### config.mk
export PLATFORM = sky130hd
export DESIGN_NAME = icache_direct_mapped
export DESIGN_NICKNAME = d
export VERILOG_FILES = /design/src/rtl/icache_pkg.sv /design/src/rtl/icache_line_array.sv /design/src/rtl/icache_direct_mapped.sv
export SDC_FILE = /design/constraint.sdc
export NUM_CORES = 1
export LEC_CHECK = 0
export ABC_CLOCK_PERIOD_IN_PS = 31000
export BUFFER_PORTS_ARGS = -buffer_cell sky130_fd_sc_hd__buf_2
export CORE_MARGIN = 2
export CORE_UTILIZATION = 53
export DETAILED_ROUTE_END_ITERATION = 12
export PLACE_DENSITY = 0.81
export SLEW_MARGIN = 40
export SYNTH_ARGS = -nofsm -noshare
export SYNTH_HDL_FRONTEND = slang
export SYNTH_HIERARCHICAL = 1
export SYNTH_SLANG_ARGS = --single-unit
### constraint.sdc
create_clock -name CLK -period 31 [get_ports CLK]
set_clock_uncertainty 0.15 [all_clocks]
set_input_delay 6.2 -clock CLK [delete_from_list [all_inputs] [get_ports CLK]]
set_output_delay 6.2 -clock CLK [all_outputs]
set_load 0.05 [all_outputs]
### src/rtl/icache_pkg.sv
// Shared types and width helpers for the direct-mapped instruction cache.
package icache_pkg;

  localparam int WORD_W = 32;

  typedef enum logic [1:0] {
    IDLE,
    MEM_RD,
    FILL
  } state_t;

  function automatic int woff_w(input int block_words);
    return $clog2(block_words);
  endfunction

  function automatic int idx_w(input int num_lines);
    return $clog2(num_lines);
  endfunction

  function automatic int tag_w(input int addr_w, input int num_lines, input int block_words);
    return addr_w - 2 - woff_w(block_words) - idx_w(num_lines);
  endfunction

  // Block address = {tag, idx}, i.e. the byte address without offset bits.
  function automatic int maddr_w(input int addr_w, input int block_words);
    return addr_w - 2 - woff_w(block_words);
  endfunction

endpackage

### src/rtl/icache_line_array.sv
// Valid/tag/data storage for the cache lines: one synchronous write port,
// one combinational read port.
module icache_line_array
  import icache_pkg::*;
#(
  parameter int NUM_LINES   = 8,
  parameter int BLOCK_WORDS = 4,
  parameter int TAG_W       = 3,
  localparam int IDX_W      = idx_w(NUM_LINES),
  localparam int BLK_W      = WORD_W * BLOCK_WORDS
) (
  input  logic             clk,
  input  logic             reset,
  input  logic             we,
  input  logic [IDX_W-1:0] widx,
  input  logic [TAG_W-1:0] wtag,
  input  logic [BLK_W-1:0] wblock,
  input  logic [IDX_W-1:0] ridx,
  output logic             rvalid,
  output logic [TAG_W-1:0] rtag,
  output logic [BLK_W-1:0] rblock
);

  logic [NUM_LINES-1:0] valid_q;
  logic [TAG_W-1:0]     tag_q  [NUM_LINES];
  logic [BLK_W-1:0]     data_q [NUM_LINES];

  always_ff @(posedge clk) begin
    if (reset) begin
      valid_q <= '0;
    end else if (we) begin
      valid_q[widx] <= 1'b1;
    end
  end

  // NOTE: tag/data arrays are not reset; the valid bits alone qualify them,
  // which keeps the arrays mappable onto plain RAM.
  always_ff @(posedge clk) begin
    if (we && !reset) begin
      tag_q[widx]  <= wtag;
      data_q[widx] <= wblock;
    end
  end

  assign rvalid = valid_q[ridx];
  assign rtag   = tag_q[ridx];
  assign rblock = data_q[ridx];

endmodule

### src/rtl/icache_direct_mapped.sv
// Direct-mapped instruction cache: same-cycle hits, block refill on a miss
// with BUSYWAIT stalling the CPU until the line is written.
module icache_direct_mapped
  import icache_pkg::*;
#(
  parameter int ADDR_W      = 10,
  parameter int NUM_LINES   = 8,
  parameter int BLOCK_WORDS = 4,
  localparam int MA_W       = maddr_w(ADDR_W, BLOCK_WORDS)
) (
  input  logic                            CLK,
  input  logic                            RESET,
  input  logic [31:0]                     PC,
  output logic [31:0]                     INSTRUCTION,
  output logic                            BUSYWAIT,
  output logic                            MEM_READ,
  output logic [MA_W-1:0]                 MEM_ADDRESS,
  input  logic [WORD_W*BLOCK_WORDS-1:0]   MEM_READDATA,
  input  logic                            MEM_BUSYWAIT
);

  localparam int WOFF_W = woff_w(BLOCK_WORDS);
  localparam int IDX_W  = idx_w(NUM_LINES);
  localparam int TAG_W  = tag_w(ADDR_W, NUM_LINES, BLOCK_WORDS);
  localparam int WSEL_W = (WOFF_W > 0) ? WOFF_W : 1;
  localparam int BLK_W  = WORD_W * BLOCK_WORDS;

  state_t state_q, state_d;

  logic [ADDR_W-1:0] pc_a;
  logic [MA_W-1:0]   pc_blk;
  logic [IDX_W-1:0]  pc_idx;
  logic [TAG_W-1:0]  pc_tag;
  logic [WSEL_W-1:0] pc_woff;

  logic [MA_W-1:0]   fill_addr_q;
  logic [BLK_W-1:0]  fill_buf_q;
  logic [31:0]       last_instr_q;

  logic              line_valid;
  logic [TAG_W-1:0]  line_tag;
  logic [BLK_W-1:0]  line_block;
  logic [WORD_W-1:0] line_words [BLOCK_WORDS];
  logic              hit;
  logic [WORD_W-1:0] hit_word;

  // Upper PC bits are dropped, so addresses alias modulo 2^ADDR_W.
  assign pc_a    = PC[ADDR_W-1:0];
  assign pc_blk  = MA_W'(pc_a >> (2 + WOFF_W));
  assign pc_idx  = pc_blk[IDX_W-1:0];
  assign pc_tag  = pc_blk[MA_W-1:IDX_W];
  assign pc_woff = WSEL_W'((pc_a >> 2) & ADDR_W'(BLOCK_WORDS - 1));

  icache_line_array #(
    .NUM_LINES  (NUM_LINES),
    .BLOCK_WORDS(BLOCK_WORDS),
    .TAG_W      (TAG_W)
  ) u_lines (
    .clk   (CLK),
    .reset (RESET),
    .we    (state_q == FILL),
    .widx  (fill_addr_q[IDX_W-1:0]),
    .wtag  (fill_addr_q[MA_W-1:IDX_W]),
    .wblock(fill_buf_q),
    .ridx  (pc_idx),
    .rvalid(line_valid),
    .rtag  (line_tag),
    .rblock(line_block)
  );

  always_comb begin
    for (int i = 0; i < BLOCK_WORDS; i++) begin
      line_words[i] = line_block[i*WORD_W +: WORD_W];
    end
  end

  assign hit      = line_valid && (line_tag == pc_tag);
  assign hit_word = line_words[pc_woff];

  always_ff @(posedge CLK) begin
    if (RESET) begin
      state_q      <= IDLE;
      fill_addr_q  <= '0;
      last_instr_q <= '0;
    end else begin
      state_q <= state_d;
      if (state_q == IDLE && !hit) fill_addr_q  <= pc_blk;
      if (state_q == IDLE && hit)  last_instr_q <= hit_word;
    end
  end

  // Only the capture edge looks at MEM_READDATA, so X/Z elsewhere is harmless.
  always_ff @(posedge CLK) begin
    if (state_q == MEM_RD && !MEM_BUSYWAIT) fill_buf_q <= MEM_READDATA;
  end

  // NOTE: combinational blocks use blocking '=' and assign a default first,
  // so every path drives every output and no latch is inferred.
  always_comb begin
    state_d = state_q;
    case (state_q)
      IDLE:    if (!hit) state_d = MEM_RD;
      MEM_RD:  if (!MEM_BUSYWAIT) state_d = FILL;
      FILL:    state_d = IDLE;
      default: state_d = IDLE;
    endcase
  end

  always_comb begin
    MEM_READ    = (state_q == MEM_RD);
    MEM_ADDRESS = fill_addr_q;
    BUSYWAIT    = !RESET && ((state_q != IDLE) || !hit);
    INSTRUCTION = last_instr_q;
    if (RESET) begin
      INSTRUCTION = '0;
    end else if (state_q == IDLE && hit) begin
      INSTRUCTION = hit_word;
    end
  end

endmodule

==> impl_metrics.toml <==
[placed_design]
dpl.hpwl_mm = 48.80
place_area_mm2 = 0.04863
gp_congestion = 0.7075
dp.cells = 3156
portBuffers = 178

[sta]
slew_viol_final = 0
final.setup.tns_ps = 0
tightest_slew_ps = 833.5
slew_headroom = 0.4443
finalHoldViolations = 0
fin_crit_sh = 0.5348
holdWs_ps = 301.8
fmax_mhz = 60.31
report.final.setup_viol = 0
fin_crit_ps = 16580
rsz0062_at_grt = "no"

[floorplanning]
core-area_mm2 = 0.08675
ioPinCount = 203
die_area_mm2 = 0.09004
fp-row-count = 108
start_util = 0.5355
fp.dieW_um = 300.1
chipHeight_um = 300.1

[worst_setup_path]
slowest_delay_ps = 580
cpLargestDelayFamily = "buffers and inverters"
cpMostUsedCell = "buf_6"
worstPathRequired_ps = 24650
end_kind = "primary output"
path_class = "in2out"
r2r_cells = 5
cp_num_buf_inv = 5
crit_slowest_cell = "buf_6"
start_kind = "primary input"
timing.rr.start = "state_q[1]"
rrSetupSlack_ps = 27610
cp_max_fo = 48
critical_path_arrival_ps = 10230
crit_start = "PC[4]"
cp_cell_sequence = "buf_8 -> buf_16 -> buf_6 -> mux4_2 -> mux2_2 -> nor3b_2 -> nand4_4 -> buf_6 -> mux2i_1 -> nor2_1 -> buf_2"
reg2reg_to = "u_lines/data_q[1][42]"

[synthesis]
avgSynthCellArea_um2 = 24.83
syn_inst = 1871
syn_area_mm2 = 0.04646
synth_edf_count = 1176
ys_types = 30
yosysWarnings = 6
ys_async_sr_fraction = 0
dominantRegCellSynth = "edfxtp_1"
synth_fp_nets = 2034
synth_seq_area_share = 0.7808
ys_seq_elements = 1224

[clocking]
path_clk_slew_ps = 60
cts_hold_buffers = 0
clock_path_buffers = 3
clkLatencyLatePin_ps = 710
clockRootBuffer = "clkbuf_16"
cts_tree = "yes"
cts_resized = 0
clkSinkCount = 1224
cts_made_buffers = 117
post-cts-setup-buffers = 0
htreeDepth = 3

[global_routing]
grt_start_max_net_pins = 75
grt_antenna_before_repair = 4
overflow = 0
grt_usage = 0.2173
first_global_vias = 21830
grt_first_pass_wirelength_mm = 142.5

[layout]
final_common_cell = "edfxtp_1"
final_cell_mix = "edfxtp_1 (1,176), mux4_2 (175), buf_2 (174)"
register_area_mm2 = 0.03627
nets = 2284
multi_input_area_mm2 = 0.009530
fin_area_mm2 = 0.05254
area.growth.synth_to_final_pct = 13.09
layoutNonFillerInstCount = 3382
drive_above_1_share = 0.3330
nFillCells = 5726

[run_status]
status = "complete, no violations"

[worst_hold_path]
hold_end = "u_lines/valid_q[1]"
holdPathStages = 2
hp-class = "reg2reg"
hp-start = "u_lines/valid_q[1]"

[routing]
drt-wirelength-per-cell_um = 28.40
dr.pass1.iters = 5
routed_via_density = 6.102
drcViolationCount = 0
drt_iter0_drc = 2395
wl_mm = 96.06
ant_nets = 0
vias = 20640

[run]
drv_cap = 0

[power]
leakage_uw = 0.01735
pwr_density_cell_mw_per_mm2 = 64.13
vdd_drop_max_uv = 51.36
total_power_uw = 3369
==> worst reg2reg max path, cell delays in order (launching register included) <==
cell,delay (ps)
dfxtp_1,410
nor2b_2,540
nand2_1,280
nor4_2,310
buf_4,570
buf_4,680
==> per-stage QoR <==
stage               setup slack [ps]  utilization
floorplan                      11130            -
global placement               14020       0.5593
detailed placement             14270       0.5606
CTS                            14210       0.6051
global route                   14120       0.6056
finish                         14420       0.6056
==> kinds of logic after synthesis <==
family,count (synthesis),share of synthesized area
compound gates,11,0.001832
xor+xnor,3,0.001050
buf+inv,101,0.01522
flops,1224,0.7808
mux,466,0.1935
simple gates,66,0.007622
==> synthesized netlist by cell type, types with 3 or more instances <==
cell,count,area share
xnor2_2,3,0.0011
mux2_2,132,0.032
mux4_1,121,0.068
buf_2,7,0.00075
clkbuf_1,37,0.0030
mux2i_1,38,0.0082
nor2_1,39,0.0032
a21oi_1,8,0.00086
nand4bb_1,3,0.00073
buf_8,11,0.0036
mux4_2,175,0.085
edfxtp_1,1176,0.76
buf_1,13,0.0011
nand4b_1,3,0.00057
buf_6,17,0.0041
nor3_1,5,0.00054
nor2b_1,5,0.00067
dfxtp_1,48,0.021
nor4_1,4,0.00054
buf_4,5,0.00081
inv_1,8,0.00065
buf_12,3,0.0013
==> registers in the layout (all words and copies together) (netlist names) <==
register         cells
u_lines/tag_q       24
last_instr_q        32
u_lines/data_q    1024
fill_buf_q         128
MEM_ADDRESS          6
state_q              2
u_lines/valid_q      8
==> worst max-delay path by stage <==
stage,to,cells after the start
after floorplan,u_lines/data_q[0][0],2
after global placement,INSTRUCTION[21],10
after detailed placement,INSTRUCTION[17],9
after CTS,INSTRUCTION[11],9
after global routing,INSTRUCTION[21],11
final,INSTRUCTION[24],11
==> report_power, final <==
| group | internal (uW) | switching [uW] |
|---|---|---|
| registers | 1820 | 17.3 |
| clock network | 784 | 618 |
| logic | 61.6 | 65.3 |
==> layer usage <==
metal / track usage / wire length, um
met5: 0 / 18
met1: 0.2942 / 37580
met3: 0.04726 / 7657
met4: 0.06310 / 2328
met2: 0.3602 / 48470
==> area by class of cell <==
cell class / count / share of cell area
Sequential cell: 1224 / 0.6905
Clock buffer: 133 / 0.05763
Multi-Input combinational cell: 546 / 0.1814
Inverter: 8 / 0.0005716
Tap cell: 1155 / 0.02751
Antenna cell: 2 / 0.00009526
Clock inverter: 90 / 0.01591
Timing Repair Buffer: 224 / 0.02643
No activity file was read; power rests on OpenSTA's default activity.
